<file path="config.mk">
export PLATFORM = sky130hd
export DESIGN_NAME = pc_fetch_ctrl
export DESIGN_NICKNAME = d
export VERILOG_FILES = /design/src/rtl/pc_fetch_pkg.sv /design/src/rtl/pc_fetch_ctrl.sv
export SDC_FILE = /design/constraint.sdc
export NUM_CORES = 1
export LEC_CHECK = 0
export ABC_AREA = 1
export ABC_CLOCK_PERIOD_IN_PS = 9250
export CAP_MARGIN = 20
export CORE_UTILIZATION = 25
export DETAILED_ROUTE_END_ITERATION = 6
export PLACE_DENSITY = 0.52
export SETUP_SLACK_MARGIN = 0.02
export SYNTH_ARGS = -nofsm -noshare
export SYNTH_HDL_FRONTEND = slang
export SYNTH_SLANG_ARGS = --single-unit
</file>
<file path="constraint.sdc">
create_clock -name clk -period 9.25 [get_ports clk]
set_input_delay 1.3875 -clock clk [delete_from_list [all_inputs] [get_ports clk]]
set_output_delay 1.3875 -clock clk [all_outputs]
set_load 0.03 [all_outputs]
</file>
<file path="src/rtl/pc_fetch_pkg.sv">
`timescale 1ns/1ps
// Shared types and defaults for the instruction-fetch sequencer and the IF/ID register.
package pc_fetch_pkg;

  localparam logic [31:0] RESET_PC_DEFAULT  = 32'h0000_0000;
  localparam logic [31:0] NOP_INSTR_DEFAULT = 32'h0000_0013;

  typedef enum logic [2:0] {
    BOOT  = 3'd0,
    REQ   = 3'd1,
    WAIT  = 3'd2,
    HOLD  = 3'd3,
    KILL  = 3'd4,
    REDIR = 3'd5
  } fetch_state_e;

  typedef struct packed {
    logic [31:0] pc;
    logic [31:0] instr;
    logic        valid;
  } if_pkt_t;

endpackage

</file>
<file path="src/rtl/pc_fetch_ctrl.sv">
`timescale 1ns/1ps
// Instruction-fetch sequencer: one outstanding read at a time, PC/pipeline stall
// generation, IF/ID buffer ownership and redirect sequencing with response discard.
module pc_fetch_ctrl
  import pc_fetch_pkg::*;
#(
  parameter logic [31:0] RESET_PC    = RESET_PC_DEFAULT,
  parameter logic [31:0] NOP_INSTR   = NOP_INSTR_DEFAULT,
  parameter int unsigned BOOT_CYCLES = 1
) (
  input  logic        clk,
  input  logic        rst,
  input  logic [31:0] pc_cur,
  input  logic        hazard_hold,
  input  logic        dmem_busy,
  input  logic        redirect,
  input  logic [31:0] redirect_pc,
  output logic        pc_stall,
  output logic        next_pc_sel,
  output logic [31:0] redir_tgt,
  output logic        cpu_stall,
  output logic        imem_req,
  output logic [31:0] imem_addr,
  input  logic        imem_gnt,
  input  logic        imem_rvalid,
  input  logic [31:0] imem_rdata,
  output logic        if_valid,
  output logic [31:0] if_instr,
  output logic [31:0] if_pc
);

  localparam logic [3:0] BOOT_INIT = 4'(BOOT_CYCLES);

  fetch_state_e state_q, state_d;
  logic [3:0]   boot_cnt_q, boot_cnt_d;
  logic         req_q;
  logic         fresh_q;
  logic [31:0]  addr_q;
  logic         redir_pend_q;
  logic [31:0]  redir_tgt_q;
  logic [31:0]  hold_instr_q;
  logic [31:0]  hold_pc_q;
  if_pkt_t      if_q;

  logic         have_instr;
  logic         redir_any;
  logic         deliver;
  logic         in_redir;
  logic [31:0]  fetch_data;
  logic [31:0]  fetch_pc;

  // Instruction availability, delivery qualification and the stall outputs.
  always_comb begin
    have_instr  = ((state_q == WAIT) && imem_rvalid) || (state_q == HOLD);
    redir_any   = redirect || redir_pend_q;
    deliver     = have_instr && !dmem_busy && !hazard_hold && !redir_any;
    in_redir    = (state_q == REDIR);
    fetch_data  = (state_q == HOLD) ? hold_instr_q : imem_rdata;
    fetch_pc    = (state_q == HOLD) ? hold_pc_q : addr_q;
    pc_stall    = !(deliver || in_redir);
    next_pc_sel = in_redir;
    cpu_stall   = in_redir ? dmem_busy : (dmem_busy || !have_instr);
  end

  // Next-state selection; redirects divert the sequence towards KILL or REDIR.
  always_comb begin
    state_d    = state_q;
    boot_cnt_d = boot_cnt_q;
    case (state_q)
      BOOT: begin
        if (boot_cnt_q == 4'd0) state_d = REQ;
        else                    boot_cnt_d = boot_cnt_q - 4'd1;
      end
      REQ: begin
        if (imem_gnt) state_d = redir_any ? KILL : WAIT;
      end
      WAIT: begin
        if (imem_rvalid) begin
          if (redir_any)    state_d = REDIR;
          else if (deliver) state_d = REQ;
          else              state_d = HOLD;
        end else if (redirect) begin
          state_d = KILL;
        end
      end
      HOLD: begin
        if (redir_any)    state_d = REDIR;
        else if (deliver) state_d = REQ;
      end
      KILL: begin
        if (imem_rvalid) state_d = REDIR;
      end
      REDIR:   state_d = REQ;
      default: state_d = BOOT;
    endcase
  end

  // All sequencer state, the request port, the HOLD buffer and the IF/ID register.
  always_ff @(posedge clk or posedge rst) begin
    if (rst) begin
      state_q      <= BOOT;
      boot_cnt_q   <= BOOT_INIT;
      req_q        <= 1'b0;
      fresh_q      <= 1'b0;
      addr_q       <= RESET_PC;
      redir_pend_q <= 1'b0;
      redir_tgt_q  <= RESET_PC;
      hold_instr_q <= NOP_INSTR;
      hold_pc_q    <= RESET_PC;
      if_q.valid   <= 1'b0;
      if_q.instr   <= NOP_INSTR;
      if_q.pc      <= RESET_PC;
    end else begin
      state_q    <= state_d;
      boot_cnt_q <= boot_cnt_d;
      req_q      <= (state_d == REQ);
      fresh_q    <= (state_d == REQ) && (state_q != REQ);

      if ((state_q == REQ) && fresh_q) addr_q <= pc_cur;

      if ((state_q != BOOT) && redirect) begin
        redir_tgt_q  <= redirect_pc;
        redir_pend_q <= 1'b1;
      end else if (in_redir) begin
        redir_pend_q <= 1'b0;
      end

      if ((state_q == WAIT) && imem_rvalid && !redir_any && !deliver) begin
        hold_instr_q <= imem_rdata;
        hold_pc_q    <= addr_q;
      end

      if (deliver) begin
        if_q.valid <= 1'b1;
        if_q.instr <= fetch_data;
        if_q.pc    <= fetch_pc;
      end else if (in_redir) begin
        if_q.valid <= 1'b0;
        if_q.instr <= NOP_INSTR;
      end
    end
  end

  assign imem_req  = req_q;
  assign imem_addr = ((state_q == REQ) && fresh_q) ? pc_cur : addr_q;
  assign redir_tgt = redir_tgt_q;
  assign if_valid  = if_q.valid;
  assign if_instr  = if_q.instr;
  assign if_pc     = if_q.pc;

endmodule

</file>
== After elaboration in Yosys (flattened, before gate mapping) ==
Index checks and enable logic that the tools add are counted.
W data, S select, Z words.
Word-level totals
  flip-flop bits (word level): 203
  bits in latches: 0
  memory bits (writable): 0
  bits in read-only memories: 0
  input bits: 103
  output and inout port bits: 133
  logic and storage cells: 65
  memories kept: 0
Cells by class
  add/subtract/negate cells: 1
  multiply operators: 0
  div/mod/pow operators: 0
  $lt $le $gt $ge: 0
  eq/ne operators: 7
  shift-type cells: 0
  multiplexer cells: 19
  bitwise operators: 1
  reductions and logical operators: 25
Operators by type and width (number)
  $mux W32: 3
  $mux W33: 2
  $mux W3: 9
  $pmux W3 S6: 1
  $logic_and A1 B1 Y1: 9
  $eq A3 B1 Y1 const B: 2
  $eq A3 B2 Y1 const B: 2
  $eq A3 B3 Y1 const B: 2
  $logic_not A1 Y1: 6
  $logic_not A4 Y1: 1
  $logic_or A1 B1 Y1: 4
  $reduce_bool A2 Y1: 2
  $sub A4 B1 Y4 const B: 1
  $logic_not A3 Y1: 1
  $mux W1: 3
  $ne A3 B1 Y1 const B: 1
  $reduce_bool A3 Y1: 1
  $mux W2: 1
  $reduce_and A2 Y1: 1
  $not A1 Y1: 1

== Longest topological paths before layout ==
  depth after elaboration: 12
  depth in mapped cells: 9
  mapped depth without buffers: 8

== Least setup slack after synthesis ==
No wires, ideal clock.
  path kind: input -> output
  from: input imem_rvalid
  to: output pc_stall
  arrival: 2051 ps
  required time: 7863 ps
  path slack: 5812 ps
  cell stages on the path: 6
  buffers on the path: 1
  cell sequence: nor2_1 > nor2_1 > nand4_1 > nand2_1 > inv_1 > buf_2
On the way
  longest elaborated chain between the ends: 7
Ends and longest elaborated chain
  start, declared: RTL line pc_fetch_ctrl.sv:25  | input logic imem_rvalid,
  $logic_and A1 B1 Y1: RTL line pc_fetch_ctrl.sv:54  | have_instr = ((state_q == WAIT) && imem_rvalid) || (state_q == HOLD);
  $logic_or A1 B1 Y1: RTL line pc_fetch_ctrl.sv:54
  $logic_and A1 B1 Y1 (3 in series): RTL line pc_fetch_ctrl.sv:56  | deliver = have_instr && !dmem_busy && !hazard_hold && !redir_any;
  $logic_or A1 B1 Y1: RTL line pc_fetch_ctrl.sv:60  | pc_stall = !(deliver || in_redir);
  $logic_not A1 Y1: RTL line pc_fetch_ctrl.sv:60
  end, declared: RTL line pc_fetch_ctrl.sv:18  | output logic pc_stall,
Every way passes these cells.

== Worst setup path after layout ==
Ends and elaborated chain as after synthesis.

==> results by stage <==
GRT:
- The first global-routing pass estimated 36.6 mm of wire.
- The number of global-route vias before repair is 6709.
- The number of antenna violations at the first check in global routing is 0.
- Global routing used 13.0% of the available tracks across all layers.
- The pin count of the biggest net entering global routing is 136.
- Global routing finished with a remaining overflow of 0.

Timing:
- The number of slew-limit violations in the final report is 0.
- The final cycle utilization of the critical path is 53.3%.
- Setup repair after global routing left no endpoint under its margin.
- The final number of setup-violating endpoints is 0.
- The tightest hold path in the finished design has a slack of 0.468 ns.
- The worst clock skew on the final layout is 0.0121 ns.
- The hold violation total from the final report is 0.
- Based on the critical path, the design can be clocked at up to 203 MHz.
- Measured against its own limit, the worst slew margin works out to 37.9%.
- Counting I/O delays and the setup requirement, the final critical path takes 4.93 ns.
- The transition time at the pin with the least slew margin is 0.931 ns.
- In the final timing run, aggregate negative setup slack is 0 ns.

Clock tree:
- The clock root buffer is clkbuf_16.
- The buffer depth of the longest clock path is 3.
- The CTS sink count is 203.
- After clock tree synthesis, the clock-pin slew on the worst setup and hold paths is 0.05 ns.
- The worst-skew pair later-pin latency is 0.52 ns.
- In this run the number of H-tree levels came out at 1.
- The number of buffers created by CTS is 25.
- TritonCTS built the clock tree.
- Post-CTS timing repair inserted 0 buffers for setup.
- The number of gates resized after CTS is 0.
- Buffers inserted to repair hold after CTS numbered 0.

Logic synthesis:
- The cell count after synthesis is 883.
- During synthesis, Yosys emitted a total of 0 warnings.
- Of the post-synthesis cell area, the part taken by muxes is 8.47%.
- Of all cell types, the one taking the most synthesized area is dfrtp_1.
- The prevailing post-synth register cell is dfrtp_1.
- Of the total synthesized cell area, the portion taken by XOR and XNOR cells is 0.206%.
- Of all flip-flops after synthesis, the portion carrying an async set or reset was 100%.
- Summing every instance area after synthesis gives 8510 um2.
- The number of library cell types mapped by synthesis is 24.
- Counting flops and latches in the post-synthesis netlist gives 203.
- The synthesized area divided by synthesized cell count is 9.64 um2.
- Sequential cells were found to cover 59.8% of the synthesized design area.
- The share of the synthesized area in the top cell type is 57.6%.
- The net count after synthesis is 987.
- The number of flops mapped to enable cells by yosys is 0.
- The main combinational cell family by area after synthesis is simple AND/OR/NAND/NOR gates.
- The synthesized netlist devotes 0.147% of its cell area to adder and majority cells.
- Of the total synthesized cell area, the portion taken by AND, OR, NAND and NOR gates is 16.0%.
- Sorting the synthesized cells by area gives the leading types as dfrtp_1, nand2_1, mux2_2, o21ai_0, inv_1.
- Summing the areas of all compound-gate instances in the mapped netlist gives 8.57% of the synthesized area.

Die:
- The die span in y is 186 um.
- The number of standard-cell rows in the floorplan is 67.
- The die footprint is 34800 um2.
- For this configuration, the core starts out at a cell density of 25.4%.
- The floorplan die width is 186 um.
- The core outline area is 33500 um2.
- The number of top-level design ports is 236.

Critical path:
- STA classifies the critical path endpoint as a primary output.
- The highest net fanout along the worst path is 38.
- The category of the most critical setup path is in -> out.
- The required arrival time at the worst endpoint is 7.86 ns.
- STA classifies the critical path startpoint as a primary input.
- The worst path arrival time is 3.54 ns.

Finish:
- After routing the design area is 12100 um2.
- In the layout the commonest cells are nand2_1, clkdlybuf4s50_1, dfrtp_1, inv_1, o21ai_0.
- The final antenna diode count is 0.
- After the last flow step, the layout net total stands at 1212.
- The area growth from synthesis to layout is 42.0%.
- For this run, the share of the core covered by cells in the final layout is 36.0%.
- The commonest non-fill, non-tap cell in the layout is nand2_1.
- The proportion of layout cells with a drive suffix above 1 is 10.3%.

Worst hold path:
- The tightest min-delay check is of the reg -> reg type.

Place:
- The count of buffers inserted at the top-level ports is 235.
- After legalization and detailed placement, the total HPWL measured 14.1 mm.
- Summing all placed instances gives a cell area of 11200 um2.
- The final estimated routing congestion in global placement is 0.710.

Drt:
- The average vias per placed instance is 4.23.
- The number of DRC markers after the initial detailed-route iteration is 347.
- The average detailed-routed wire length per instance is 14.1 um.
- Summing over every cut layer, the via total after detailed routing is 6649.
- Summed over all layers, the routed wires come to 22.2 mm.
- After detailed routing, the number of remaining DRC violations is 0.
- The number of antenna-violating nets in the routed design is 0.
- The length of the first detailed-routing pass in iterations is 5.

Pwr:
- Summed over all cells, the static leakage comes to 5.61 nW.
- The power per cell area is 278 nW/um2.
- Across the VDD grid, the largest voltage drop is 0.193 mV.

Flow run:
- The total of max-cap violations is 0.

Outcome:
- The run finished with clean final reports.
-- synthesized netlist by cell type, types with 7 or more instances --
cell	count
buf_2	18
buf_4	13
clkbuf_1	13
dfrtp_1	196
dfstp_2	7
inv_1	84
mux2_1	9
mux2_2	55
nand2_1	315
nand3_1	13
nor2_1	16
o211ai_1	32
o21ai_0	74
o21ai_1	22
-- power breakdown --
part	internal (W)	switching [W]
clock network	0.000584	0.000376
registers	0.00110	0.000123
logic	0.000508	0.000674
-- critical path, stage by stage --
cell             delay [ns]
clkdlybuf4s50_1        0.48
nor2_1                 0.19
nor2_1                 0.09
nand4_1                0.07
buf_4                  0.45
nand2_1                0.09
inv_1                  0.10
clkdlybuf4s50_1        0.67
-- layout make-up --
cell class                 count  area (um2)
clock buffer                  36         707
clock inverter                 7        95.1
fill                        3383       21400
inverter                      88         340
multi-input combinational    547        2850
sequential                   203        5090
tap                          448         561
timing repair buffer         243        2440
-- kinds of logic after synthesis --
family                   after synthesis
XOR/XNOR                               2
AO/OA/AOI/OAI                        129
buffers and inverters                133
adder cells (fa/ha/maj)                1
AND/OR/NAND/NOR                      351
multiplexers                          64
flip-flops                           203
-- flip-flops by register name (all words and copies together) (netlist names) --
register and cells:
addr_q 32, boot_cnt_q 4, fresh_q 1, hold_instr_q 32, hold_pc_q 32, if_instr 32, if_pc 32, if_valid 1
imem_req 1, redir_pend_q 1, redir_tgt 32, state_q 3
-- layer usage --
metal / vias to the layer above / track usage, % / wire length [um] / part of all wire (%)
li1: 3263 / - / - / -
met1: 3142 / 16.7 / 9990 / 45
met2: 212 / 21.0 / 9910 / 45
met3: 32 / 3.99 / 1730 / 7.8
met4: 0 / 3.44 / 521 / 2.4
met5: - / 0 / 0 / 0
-- final timing paths --
check	end	depth (start not counted)	slack [ns]	startpoint
min reg2reg	if_instr[15]$_DFFE_PP0N_	2	0.47	if_instr[15]$_DFFE_PP0N_
min in group asynchronous	if_instr[7]$_DFFE_PP0N_	2	1.22	rst
min	if_instr[15]$_DFFE_PP0N_	2	0.47	if_instr[15]$_DFFE_PP0N_
max reg2reg	if_instr[16]$_DFFE_PP0N_	8	6.71	state_q[2]$_DFF_PP0_
max in group asynchronous	hold_instr_q[8]$_DFFE_PP0P_	4	6.22	rst
max	pc_stall	8	4.32	imem_rvalid
-- per-stage QoR --
stage	worst slack, ns	std cells	total power [W]
2_1_floorplan	2.34	883	0.00192
3_3_place_gp	4.28	1527	0.00242
3_5_place_dp	4.29	1527	0.00243
4_1_cts	4.28	1570	0.00342
5_1_grt	4.14	1572	0.00354
6_report	4.32	1572	0.00336
Note: power is estimated with default switching activity, not from simulation.
